[src/rtl/mutative_predictor.sv]
// mutative_predictor: epoch-based hill-climbing policy stage for the mutative
// cache controller. It counts hits and misses over fixed-length epochs and
// compares successive epoch miss counts. From that comparison it issues
// single-step associativity-mutation requests, and it mirrors the
// controller's 0..3 setup level.
// Optional build macro: MUTATIVE_PREDICTOR_PERF_EN adds perf_epochs and
// perf_requests counter outputs.
module mutative_predictor #(
    parameter int EPOCH_LEN = 64,
    parameter int HYST      = 2,
    parameter int COOLDOWN  = 16,
    parameter int MISS_W    = $clog2(EPOCH_LEN) + 1
) (
    input  logic       clk,
    input  logic       rst,
    input  logic       access_valid,
    input  logic       access_hit,
    input  logic       flush_stall,
    output logic       setup_valid,
    output logic       setup_update,
    input  logic       setup_ready,
    output logic [1:0] level
`ifdef MUTATIVE_PREDICTOR_PERF_EN
    ,
    output logic [31:0] perf_epochs,
    output logic [31:0] perf_requests
`endif
);

    localparam int ACC_W  = $clog2(EPOCH_LEN);
    localparam int COOL_W = (COOLDOWN > 1) ? $clog2(COOLDOWN) : 1;
    localparam logic [MISS_W:0]   HYST_W   = (MISS_W + 1)'(HYST);
    localparam logic [MISS_W-1:0] MISS_MAX = {MISS_W{1'b1}};

    typedef enum logic [1:0] {
        P_COUNT,
        P_DECIDE,
        P_REQ,
        P_COOLDOWN
    } state_t;

    state_t            state;
    logic [ACC_W-1:0]  acc_cnt;
    logic [MISS_W-1:0] miss_cnt;
    logic [MISS_W-1:0] cur_miss;
    logic [MISS_W-1:0] prev_miss;
    logic              prev_valid;
    logic              dir;
    logic [COOL_W-1:0] cool_cnt;

    logic [MISS_W-1:0] miss_next;
    logic [MISS_W:0]   cur_w;
    logic [MISS_W:0]   prev_w;
    logic              next_dir;
    logic              req;
    logic              counted;

    assign counted      = access_valid && !flush_stall;
    assign setup_update = dir;

    // Saturating miss count including the current access.
    // NOTE: every always_comb output gets a default first so no latch is inferred.
    always_comb begin
        miss_next = miss_cnt;
        if (!access_hit && miss_cnt != MISS_MAX)
            miss_next = miss_cnt + MISS_W'(1);
    end

    // Hill-climbing decision: keep climbing while misses improve, reverse when
    // they worsen beyond the hysteresis band, and never step past level 0/3.
    always_comb begin
        cur_w    = {1'b0, cur_miss};
        prev_w   = {1'b0, prev_miss};
        next_dir = dir;
        req      = 1'b0;
        if (!prev_valid) begin
            req = 1'b1;
        end else if (cur_w > prev_w + HYST_W) begin
            next_dir = ~dir;
            req      = 1'b1;
        end else if (cur_w + HYST_W < prev_w) begin
            req = 1'b1;
        end
        if (req && ((next_dir && level == 2'd3) || (!next_dir && level == 2'd0))) begin
            req      = 1'b0;
            next_dir = ~next_dir;
        end
    end

    // Policy FSM with its counters, direction, level mirror and registered request.
    // NOTE: sequential state uses non-blocking assignments so every register
    // samples pre-edge values regardless of statement order.
    always_ff @(posedge clk) begin
        if (rst) begin
            state       <= P_COUNT;
            acc_cnt     <= '0;
            miss_cnt    <= '0;
            cur_miss    <= '0;
            prev_miss   <= '0;
            prev_valid  <= 1'b0;
            dir         <= 1'b1;
            level       <= 2'd0;
            cool_cnt    <= '0;
            setup_valid <= 1'b0;
        end else begin
            case (state)
                P_COUNT: begin
                    if (counted) begin
                        if (acc_cnt == ACC_W'(EPOCH_LEN - 1)) begin
                            cur_miss <= miss_next;
                            acc_cnt  <= '0;
                            miss_cnt <= '0;
                            state    <= P_DECIDE;
                        end else begin
                            acc_cnt  <= acc_cnt + ACC_W'(1);
                            miss_cnt <= miss_next;
                        end
                    end
                end
                P_DECIDE: begin
                    prev_miss  <= cur_miss;
                    prev_valid <= 1'b1;
                    dir        <= next_dir;
                    if (req) begin
                        state       <= P_REQ;
                        setup_valid <= 1'b1;
                    end else begin
                        state <= P_COUNT;
                    end
                end
                P_REQ: begin
                    if (setup_ready) begin
                        level       <= dir ? level + 2'd1 : level - 2'd1;
                        cool_cnt    <= COOL_W'(COOLDOWN - 1);
                        setup_valid <= 1'b0;
                        state       <= P_COOLDOWN;
                    end
                end
                P_COOLDOWN: begin
                    if (cool_cnt == '0)
                        state <= P_COUNT;
                    else
                        cool_cnt <= cool_cnt - COOL_W'(1);
                end
                default: begin
                    state       <= P_COUNT;
                    setup_valid <= 1'b0;
                end
            endcase
        end
    end

`ifdef MUTATIVE_PREDICTOR_PERF_EN
    // Free-running epoch and accepted-request counters, wrapping at 2^32.
    always_ff @(posedge clk) begin
        if (rst) begin
            perf_epochs   <= '0;
            perf_requests <= '0;
        end else begin
            if (state == P_DECIDE)
                perf_epochs <= perf_epochs + 32'd1;
            if (state == P_REQ && setup_ready)
                perf_requests <= perf_requests + 32'd1;
        end
    end
`endif

endmodule

[config.mk]
export PLATFORM = sky130hd
export DESIGN_NAME = mutative_predictor
export DESIGN_NICKNAME = d
export VERILOG_FILES = /design/src/rtl/mutative_predictor.sv
export SDC_FILE = /design/constraint.sdc
export NUM_CORES = 1
export LEC_CHECK = 0
export ABC_AREA = 0
export BUFFER_PORTS_ARGS = -buffer_cell sky130_fd_sc_hd__buf_2
export CORE_MARGIN = 5
export CORE_UTILIZATION = 40
export CTS_BUF_LIST = sky130_fd_sc_hd__clkbuf_8
export DETAILED_ROUTE_END_ITERATION = 8
export GPL_ROUTABILITY_DRIVEN = 0
export HOLD_SLACK_MARGIN = 0.15
export PLACE_DENSITY = 0.6
export SYNTH_ARGS = -nofsm -noshare
export SYNTH_HDL_FRONTEND = slang
export SYNTH_SLANG_ARGS = --single-unit
[constraint.sdc]
create_clock -name clk -period 3 [get_ports clk]
set_input_delay 0.6 -clock clk [delete_from_list [all_inputs] [get_ports clk]]
set_output_delay 0.6 -clock clk [all_outputs]
set_load 0.02 [all_outputs]
# After elaboration in Yosys (flattened, before gate mapping)
# Cells that the tools add are included.
[classes] addsub=7 magnitude_cmp=2 eq_ne=12 muxes=23 bitwise=2 n_reduce_logical=20
[ops] op="7-bit by 2-bit adder with 8-bit output, second input constant" count=2
[ops] op="7-bit 2-to-1 mux" count=2
[ops] op="2-bit 2-to-1 mux" count=6
[ops] op="2-bit != test, second input constant" count=6
[ops] op="1-bit 2-to-1 mux" count=9
[ops] op="3-bit AND reduction" count=3
[ops] op="7-bit by 8-bit > comparator with 1-bit output" count=1
[ops] op="8-bit by 7-bit less-than comparator with 1-bit output" count=1
[ops] op="4-bit 2-to-1 mux" count=2
[ops] op="2-bit case mux with 4 select lines" count=1
[ops] op="4-bit case mux with 2 select lines" count=1
[ops] op="7-bit by 1-bit adder with 7-bit output, second input constant" count=1
[ops] op="7-bit != test, second input constant" count=1
[ops] op="6-bit by 1-bit adder with 6-bit output, second input constant" count=1
[ops] op="2-bit == test, second input constant" count=3
[ops] op="6-bit == test, second input constant" count=1
[ops] op="6-bit 2-to-1 mux" count=1
[ops] op="1-bit logical AND" count=5
[ops] op="2-bit logical NOT" count=2
[ops] op="4-bit logical NOT" count=1
[ops] op="2-bit AND reduction" count=2
[ops] op="4-bit AND reduction" count=1
[ops] op="2-bit nonzero test" count=2
[ops] op="4-bit by 1-bit subtractor with 4-bit output, second input constant" count=1
[ops] op="7 further kinds" count=10
[word_totals] regBits=38 inputBits=6 output_inout_bits=4 word_cells=76

# Longest topological paths before layout
# Gate-level depths: netlist (run 1).
[logic_depth] word_depth=11 ltp_mapped=10 depth_no_buf=10

# Worst setup path after synthesis (run 1)
# OpenSTA, ideal clock, no wires.
[synth_timing] path_kind="register to register" startpoint="reg prev_miss[3]" endpoint="reg (tool-made name)" setup_time_ns=0.134 arrival_ns=2.237 required_ns=2.866 slack_ns=0.629 path_stages_with_launch=11 path_buffers=0 synth_period_minus_slack_ns=2.371 cell_sequence="dfxtp_1 -> nand3_1 -> nor3_1 -> xnor2_1 -> ha_1 -> and3_1 -> a221oi_1 -> a211oi_2 -> xnor2_1 -> mux2i_1 -> o22ai_1"
[synth_rtl] element="start, declared" line_no="46" rtl="logic [MISS_W-1:0] prev_miss;"
[synth_rtl] element="start signal, assigned" line_no="121" rtl="prev_miss <= cur_miss;"

==> out/metrics.yaml, run 1 <==
core_um2: 5410
insertion_delay_ns: 0.29
critPathMaxFanout: 5
whs_ns: 0.469
async_reset_ff_frac: 0
grt_pass1_vias: 1685
synth.top_cells.by_count: "dfxtp_1, nand2_1, nor2_1, a21oi_1, ha_1"
dr.pass1.iters: 4
antenna_cells: 0
maxUsedRoutingLayer: "met4"
drive_gt1_frac: 0.0989
synth_edf_count: 0
route.detailed.drc: 0
hold_path_end: "prev_miss[0]"
cpMaxStageDelayCell: "dfxtp_1"
antenna_found_initial: 0
max_freq_ghz: 0.383
numCtsBuffers: 5
cp.depth: 10
rsz0062_at_grt: "no"
cts_hold_buf: 0
finalWorstSetupSlack_ns: 0.388
cap_viol_max_count: 0
nFillCells: 557
die_h_um: 84.0
hold_class: "reg2reg"
p_total_uw: 906
yosysMostFrequentCell: "dfxtp_1"
finalHoldViolations: 0
routedLengthMet1_um: 2220
finalSetupTns_ns: 0
synth_area_leader_cell: "dfxtp_1"
die_x_um: 84.0
area_growth_pct: 9.43
wl_per_cell_um: 12.8
rr_worst_depth: 10
ctsResizeCount: 0
required_ns: 3.15
powerDensity_nw_per_um2: 378
path_cells: "ha_1, nand3_1, xnor2_1, ha_1, a21o_1, a221oi_1, a211oi_2, xnor2_1, mux2i_1, o22ai_1"
cts_tree: "yes"
critPathArrivalTime_ns: 2.76
setup_viol: 0
root_buffer: "clkbuf_8"
htree_levels: 2
drtIter0Drc: 74
fin_crit_ns: 2.61
path_delay_family: "compound AO/OA/AOI/OAI gates"
min_from: "prev_miss[0]"
postLayoutCoreUtil: 0.443
synth_sequential_area_ratio: 0.348
grt.total_usage: 0.133
start_kind: "register"
viasPerCell: 5.21
wirelength_um: 4410
fin_worst_skew_ns: 0.00444
vias: 1798
netlist_instances: 263
path_buf_inv: 0
ys_seq_elements: 38
clkSinkCount: 38
pin_count: 10
die_area_um2: 7050
routed-wl-met2_um: 2010
p_leak_uw: 0.000839
portBuffers: 9
place_ws_ns: 0.359
status: "complete, no violations"
initial_core_util: 0.405
tightest_slew_ns: 0.699
path_clk_slew_ns: 0.07
ys.flop_type: "dfxtp_1"
synth_top_area_share: 0.348
maxSlewHeadroom: 0.534
post_cts_buffers: 0
grt_pass1_wl_um: 7780
syn-num-nets: 287
r2r_slack_ns: 0.39
final_nets: 296
synthesis.area_um2: 2190
end_kind: "register"
hpwl_um: 3180
grt_overflow: 0
synth_area_per_cell_um2: 8.32
clock_path_buffers: 2
regToRegStartpoint: "prev_miss[1]"
ir_drop_mv: 0.202
ys_types: 45
wl_met3_um: 104
grt_max_degree: 40
slew_viol_final: 0
synthTopCellsByArea: "dfxtp_1, ha_1, a21oi_1, nand2_1, nor2_1"
slowest_delay_ns: 0.41
rows: 27
drtAntennaViolNets: 0
synth_warnings: 0
min_path_cells: 2
worst-setup-path-type: "reg2reg"
period_share: 0.871
cell type report:
type	instances	area, um^2	share of cell area
multi-input cells	204	1350	0.563
flip-flops and latches	38	761	0.318
well taps	72	90.1	0.0376
clock buffers	6	82.6	0.0345
repair buffers	10	52.6	0.0219
inverters	13	48.8	0.0204
clock inverters	2	12.5	0.00522
per-stage QoR:
stage / cells / area, um^2
final: 345 / 2390
after global routing: 345 / 2390
after CTS: 345 / 2390
after detailed placement: 337 / 2300
after global placement: 337 / 2300
after floorplan: 263 / 2190
tightest hold or removal path, stage by stage (launching register included):
cell and delay [ns]:
dfxtp_1 0.31, nand2_1 0.06, a21oi_1 0.05
layer usage:
metal	track usage	up-vias
li1	-	950
met1	0.180	823
met2	0.208	17
met3	0.0276	8
met4	0.0497	0
met5	0	-
report_power, final:
part           total, uW  internal [uW]  switching, uW
registers            509            506           2.80
logic               31.8           10.9           20.9
clock network        365            185            180
logic make-up after synthesis:
| group | share of synthesized area |
|---|---|
| flops | 0.348 |
| mux | 0.00915 |
| simple gates | 0.233 |
| xor+xnor | 0.0840 |
| fa+ha+maj | 0.103 |
| compound gates | 0.187 |
| buf+inv | 0.0366 |
sequential cells by signal, summed over array words and instances, names as in the netlist, named ones only:
| register | count |
|---|---|
| setup_valid | 1 |
| miss_cnt | 7 |
| acc_cnt | 6 |
| level | 2 |
| setup_update | 1 |
| state | 1 |
| prev_valid | 1 |
| cool_cnt | 4 |
| prev_miss | 7 |
| cur_miss | 7 |
how the worst max path moves through the flow:
stage	start	to
after floorplan	prev_miss[3]	register
after global placement	prev_miss[3]	register
after detailed placement	prev_miss[1]	register
after CTS	prev_miss[1]	register
after global routing	prev_miss[3]	register
final	prev_miss[1]	register
cell usage in the layout (no fill, tap or decap), types with 2 or more instances in the layout:
cell	count
nand2b_1	2
xor2_1	10
nand2_1	29
buf_2	9
nand3_1	11
a21o_1	4
a22oi_1	2
nor2_1	29
dfxtp_1	38
nor3_1	7
o21ai_0	6
nor3b_1	3
a21oi_1	23
a211oi_1	9
mux2i_1	2
and3_1	4
o22ai_1	2
clkbuf_8	6
inv_1	13
xnor2_1	11
nand4_1	7
o21bai_1	2
ha_1	18
or3_1	3
Note: power is estimated with default switching activity, not from simulation.
==> run 2, diff against run 1 <==
--- a/config.mk
+++ b/config.mk
@@ -5,11 +5,11 @@
 export SDC_FILE = /design/constraint.sdc
 export NUM_CORES = 1
 export LEC_CHECK = 0
-export ABC_AREA = 0
+export ABC_AREA = 1
 export BUFFER_PORTS_ARGS = -buffer_cell sky130_fd_sc_hd__buf_2
-export CORE_MARGIN = 5
 export CORE_UTILIZATION = 40
 export CTS_BUF_LIST = sky130_fd_sc_hd__clkbuf_8
+export CTS_CLUSTER_DIAMETER = 200
 export DETAILED_ROUTE_END_ITERATION = 8
 export GPL_ROUTABILITY_DRIVEN = 0
 export HOLD_SLACK_MARGIN = 0.15
==> run 2 against run 1 <==
Effect of this change:
- global-route usage increased by 3.1 points
- synthesized cell count is 18% higher
- die area down 16%
- synthesized area increased by 2.1%
- largest power group unchanged
- highest routed layer unchanged
==> out/metrics.yaml, run 2 <==
vias: 1902
route.detailed.drc: 0
synth_sequential_area_ratio: 0.340
hold_path_end: "setup_valid"
grt_pass1_vias: 1737
fin_worst_skew_ns: 0.00857
rsz0062_at_grt: "no"
min_from: "setup_valid"
die_area_um2: 5890
ys_seq_elements: 38
path_delay_family: "simple AND/OR/NAND/NOR gates"
ctsResizeCount: 0
core_um2: 5240
r2r_slack_ns: 0.81
cp_common_cell: "nand2_1"
max_freq_ghz: 0.457
synthesis.area_um2: 2230
path_buf_inv: 0
synthTopCellsByArea: "dfxtp_1, nand2_1, ha_1, inv_1, a21oi_1"
final_cell_mix: "nand2_1, inv_1, dfxtp_1, a21oi_1"
rows: 26
slowest_delay_ns: 0.40
cts_hold_buf: 0
maxSlewHeadroom: 0.509
start_kind: "register"
regToRegStartpoint: "prev_miss[1]"
finalHoldViolations: 0
clock_path_buffers: 2
die_x_um: 76.7
path_cells: "ha_1, nand3_1, xor2_1, ha_1, nand3_1, nor2_1, nand2_1, nand2_1, nand2_1, nand2_1, nand2_1, nand2_1, nand4_1, a21oi_1"
portBuffers: 9
path_clk_slew_ns: 0.07
ys_types: 34
fin_crit_ns: 2.19
yosysMostFrequentCell: "nand2_1"
synth_area_leader_cell: "dfxtp_1"
required_ns: 3.22
post_cts_buffers: 0
wirelength_um: 4280
worst-setup-path-type: "reg2reg"
ys.flop_type: "dfxtp_1"
ir_drop_mv: 0.249
grt_overflow: 0
tightest_slew_ns: 0.734
syn-num-nets: 335
synth.top_cells.by_count: "nand2_1, inv_1, dfxtp_1, a21oi_1"
grt_max_degree: 19
cap_viol_max_count: 0
status: "complete, no violations"
powerDensity_nw_per_um2: 636
async_reset_ff_frac: 0
antenna_cells: 0
die_h_um: 76.7
initial_core_util: 0.427
largestRegisters: "cur_miss x7, miss_cnt x7, prev_miss x7"
htree_levels: 2
synth_top_area_share: 0.340
pin_count: 10
insertion_delay_ns: 0.28
drtAntennaViolNets: 0
r2r-end: "setup_valid"
critPathMaxFanout: 5
dr.pass1.iters: 4
min_path_cells: 2
netlist_instances: 311
numCtsBuffers: 5
finalSetupTns_ns: 0
drtIter0Drc: 59
rr_worst_depth: 14
hold_class: "reg2reg"
dpl.cell_count: 385
final_common_cell: "nand2_1"
end_kind: "register"
wl_per_cell_um: 10.9
grt.total_usage: 0.164
setup_viol: 0
slew_viol_final: 0
grt_pass1_wl_um: 7700
stdcell_count: 391
cpMaxStageDelayCell: "dfxtp_1"
drive_gt1_frac: 0.0935
clkSinkCount: 38
place_ws_ns: 0.804
period_share: 0.729
critPathArrivalTime_ns: 2.40
finalWorstSetupSlack_ns: 0.813
synth_area_per_cell_um2: 7.19
cts_tree: "yes"
synth_edf_count: 0
hpwl_um: 3330
antenna_found_initial: 0
p_leak_uw: 0.00102
root_buffer: "clkbuf_8"
viasPerCell: 4.86
final_nets: 346
area_growth_pct: 8.68
synth_warnings: 0
[run 2: cell types whose count changed after synthesis, moves of 4 or more]
cell / delta
and3_1: -4
nand3_1: +6
a21o_1: -4
a21oi_1: +7
a211oi_1: -8
nand2_1: +34
inv_1: +37
nor2_2: +4
xnor2_1: -8
o21ai_0: +12
nor2_1: -12
[run 2: how the worst max path moves through the flow]
stage,start,endpoint,slack [ns],depth (start not counted)
floorplan,prev_miss[1],setup_update,1.06,15
global placement,prev_miss[2],setup_valid,0.91,14
detailed placement,prev_miss[1],register,0.80,14
CTS,prev_miss[1],setup_valid,0.80,14
global route,prev_miss[1],register,0.49,15
finish,prev_miss[1],setup_valid,0.81,14
[run 2: logic make-up (layout without fill, tap and decap cells)]
family | after synthesis | after routing | synth area share
buffers and inverters | 57 | 67 | 0.0969
adder cells (fa/ha/maj) | 18 | 18 | 0.101
XOR/XNOR | 13 | 13 | 0.0510
flip-flops | 38 | 38 | 0.340
AND/OR/NAND/NOR | 121 | 121 | 0.248
AO/OA/AOI/OAI | 64 | 64 | 0.163
[run 2: cell type report]
| type | count | area, um^2 |
|---|---|---|
| fill | 512 | 2810 |
| clock buffer | 6 | 82.6 |
| timing repair buffer | 9 | 45.0 |
| multi-input combinational | 216 | 1260 |
| sequential | 38 | 761 |
| inverter | 52 | 195 |
| tap | 70 | 87.6 |
[run 2: layer usage]
| layer | global-route usage | routed length (um) | share of wire |
|---|---|---|---|
| met4 | 0.0481 | 59 | 0.014 |
| met2 | 0.255 | 1830 | 0.43 |
| met5 | 0 | 0 | 0 |
| met1 | 0.217 | 2270 | 0.53 |
| met3 | 0.0464 | 120 | 0.028 |
[run 2: stage by stage]
stage | utilization | hold slack [ns] | power, uW | cell area, um^2
6_report | 0.464 | 0.462 | 1540 | 2430
5_1_grt | 0.464 | 0.501 | 1700 | 2430
4_1_cts | 0.464 | 0.466 | 1560 | 2430
3_5_place_dp | 0.448 | 0.455 | 1210 | 2350
3_3_place_gp | 0.448 | 0.456 | 1200 | 2350
2_1_floorplan | - | 0.444 | 1090 | 2230
[run 2: worst min-delay path: stages (launching register included)]
cell	delay (ns)
dfxtp_1	0.31
nand2_1	0.05
a21oi_1	0.05
[run 2: power breakdown]
group	switching [uW]	internal (uW)	total, uW
sequential	88.0	589	677
combinational	335	188	523
clock	167	177	344
total	590	954	1540
==> run 3, diff against run 2 <==
--- a/config.mk
+++ b/config.mk
@@ -5,7 +5,7 @@
 export SDC_FILE = /design/constraint.sdc
 export NUM_CORES = 1
 export LEC_CHECK = 0
-export ABC_AREA = 1
+export ABC_AREA = 0
 export BUFFER_PORTS_ARGS = -buffer_cell sky130_fd_sc_hd__buf_2
 export CORE_UTILIZATION = 40
 export CTS_BUF_LIST = sky130_fd_sc_hd__clkbuf_8
==> constraint.sdc (replaced) <==
create_clock -name clk -period 2.05 [get_ports clk]
set_input_delay 0.41 -clock clk [delete_from_list [all_inputs] [get_ports clk]]
set_output_delay 0.41 -clock clk [all_outputs]
set_load 0.02 [all_outputs]
==> run 3 against run 2 <==
Effect of this change:
- the flow now finishes with violations (negative setup slack)
- register-to-register slack got worse by 1.1 ns
- via count increased by 1.8%
- core utilization increased by 6.4 points
- highest routed layer unchanged
==> out/metrics.yaml, run 3 (synthesis results as in run 1) <==
status: "complete, but fails checks"
violations: "negative setup slack"
final_nets: 331
finalSetupTns_ns: -0.786
route.detailed.drc: 0
maxSlewHeadroom: 0.667
fin_worst_skew_ns: 0.00601
nFillCells: 500
vias: 1937
rsz0062_at_grt: "yes"
slew_viol_final: 0
drive_gt1_frac: 0.244
drtIter0Drc: 68
grt_max_degree: 22
path_cells: "ha_4, nand3_2, xnor2_1, ha_1, a21o_1, a221oi_4, a211oi_2, xnor2_1, mux2i_1, o22ai_1"
cp_common_cell: "xnor2_1"
grt_pass1_wl_um: 8780
die_h_um: 76.0
htree_levels: 2
fin_crit_ns: 2.34
area_growth_pct: 24.7
path_delay_family: "compound AO/OA/AOI/OAI gates"
finalHoldViolations: 0
final_common_cell: "buf_4"
period_share: 1.14
antenna_cells: 0
final_cell_mix: "buf_4, dfxtp_1, nand2_1, nor2_1, a21oi_1"
numCtsBuffers: 5
dpl.cell_count: 369
drtAntennaViolNets: 0
root_buffer: "clkbuf_8"
r2r_slack_ns: -0.29
path_clk_slew_ns: 0.08
stdcell_count: 378
p_leak_uw: 0.00103
regToRegStartpoint: "prev_miss[2]"
p_total_uw: 1290
core_um2: 5170
hpwl_um: 3690
initial_core_util: 0.423
antenna_found_initial: 0
max_freq_ghz: 0.427
grt.total_usage: 0.185
critPathArrivalTime_ns: 2.50
required_ns: 2.21
whs_ns: 0.463
grt_pass1_vias: 1903
finalWorstSetupSlack_ns: -0.292
worst-setup-path-type: "reg2reg"
largestRegisters: "cur_miss x7, miss_cnt x7, prev_miss x7"
rows: 26
startpoint: "prev_miss[2]"
place_ws_ns: -0.311
clock_path_buffers: 2
cpMaxStageDelayCell: "dfxtp_4"
tightest_slew_ns: 0.500
portBuffers: 9
setup_viol: 3
cp.depth: 10
wl_per_cell_um: 12.5
hold_class: "reg2reg"
cap_viol_max_count: 0
start_kind: "register"
cts_tree: "yes"
viasPerCell: 5.12
die_x_um: 76.0
pin_count: 10
critPathMaxFanout: 4
path_buf_inv: 0
die_area_um2: 5770
grt_overflow: 0
powerDensity_nw_per_um2: 472
insertion_delay_ns: 0.29
rr_worst_depth: 10
dr.pass1.iters: 4
end_kind: "register"
wirelength_um: 4740
slowest_delay_ns: 0.38
clkSinkCount: 38
ir_drop_mv: 0.324
## run 3: repair_timing
action | in CTS | in global routing
resized for setup | 0 | 3
cloned | 0 | 0
setup buffers | 0 | 1
pin swaps | 4 | 1
endpoints found under the hold margin | 0 | 0
setup endpoints to repair | 3 | 3
hold buffers | 0 | 0
## run 3: metal layers
metal,wire [um],vias to the layer above,track usage
li1,-,1024,-
met1,2380,889,0.240
met2,2200,17,0.310
met3,103,7,0.0386
met4,64,0,0.0500
met5,0,-,0
## run 3: tightest hold or removal path: cells and delay by family, from the launching register on
| kind | cells | cell delay [ns] |
|---|---|---|
| compound gates | 1 | 0.05 |
| simple gates | 1 | 0.05 |
| flops | 1 | 0.32 |
## run 3: area by class of cell
class,instances,area (um^2),area share
clock buffer,5,68.8,0.0252
timing repair buffer,45,328,0.120
clock inverter,3,16.3,0.00596
tap,70,87.6,0.0321
inverter,13,48.8,0.0179
sequential,38,776,0.284
multi-input combinational,204,1400,0.514
## run 3: where the power goes
group	switching (uW)	internal [uW]
sequential	4.16	737
clock	265	233
combinational	30.8	17.0
total	300	987
## run 3: worst min path at each step
stage	cells past startpoint	slack, ns	start	end
CTS	2	0.47	prev_miss[0]	prev_miss[0]
finish	2	0.46	prev_miss[0]	prev_miss[0]
global route	2	0.48	prev_miss[0]	prev_miss[0]
global placement	2	0.45	prev_miss[0]	prev_miss[0]
detailed placement	2	0.46	prev_miss[0]	prev_miss[0]
floorplan	2	0.44	prev_miss[0]	prev_miss[0]
## run 3: stage by stage
step / instance area (um^2) / utilization
2_1_floorplan: 2250 / -
4_1_cts: 2710 / 0.523
3_3_place_gp: 2620 / 0.507
3_5_place_dp: 2620 / 0.507
6_report: 2730 / 0.528
5_1_grt: 2730 / 0.528
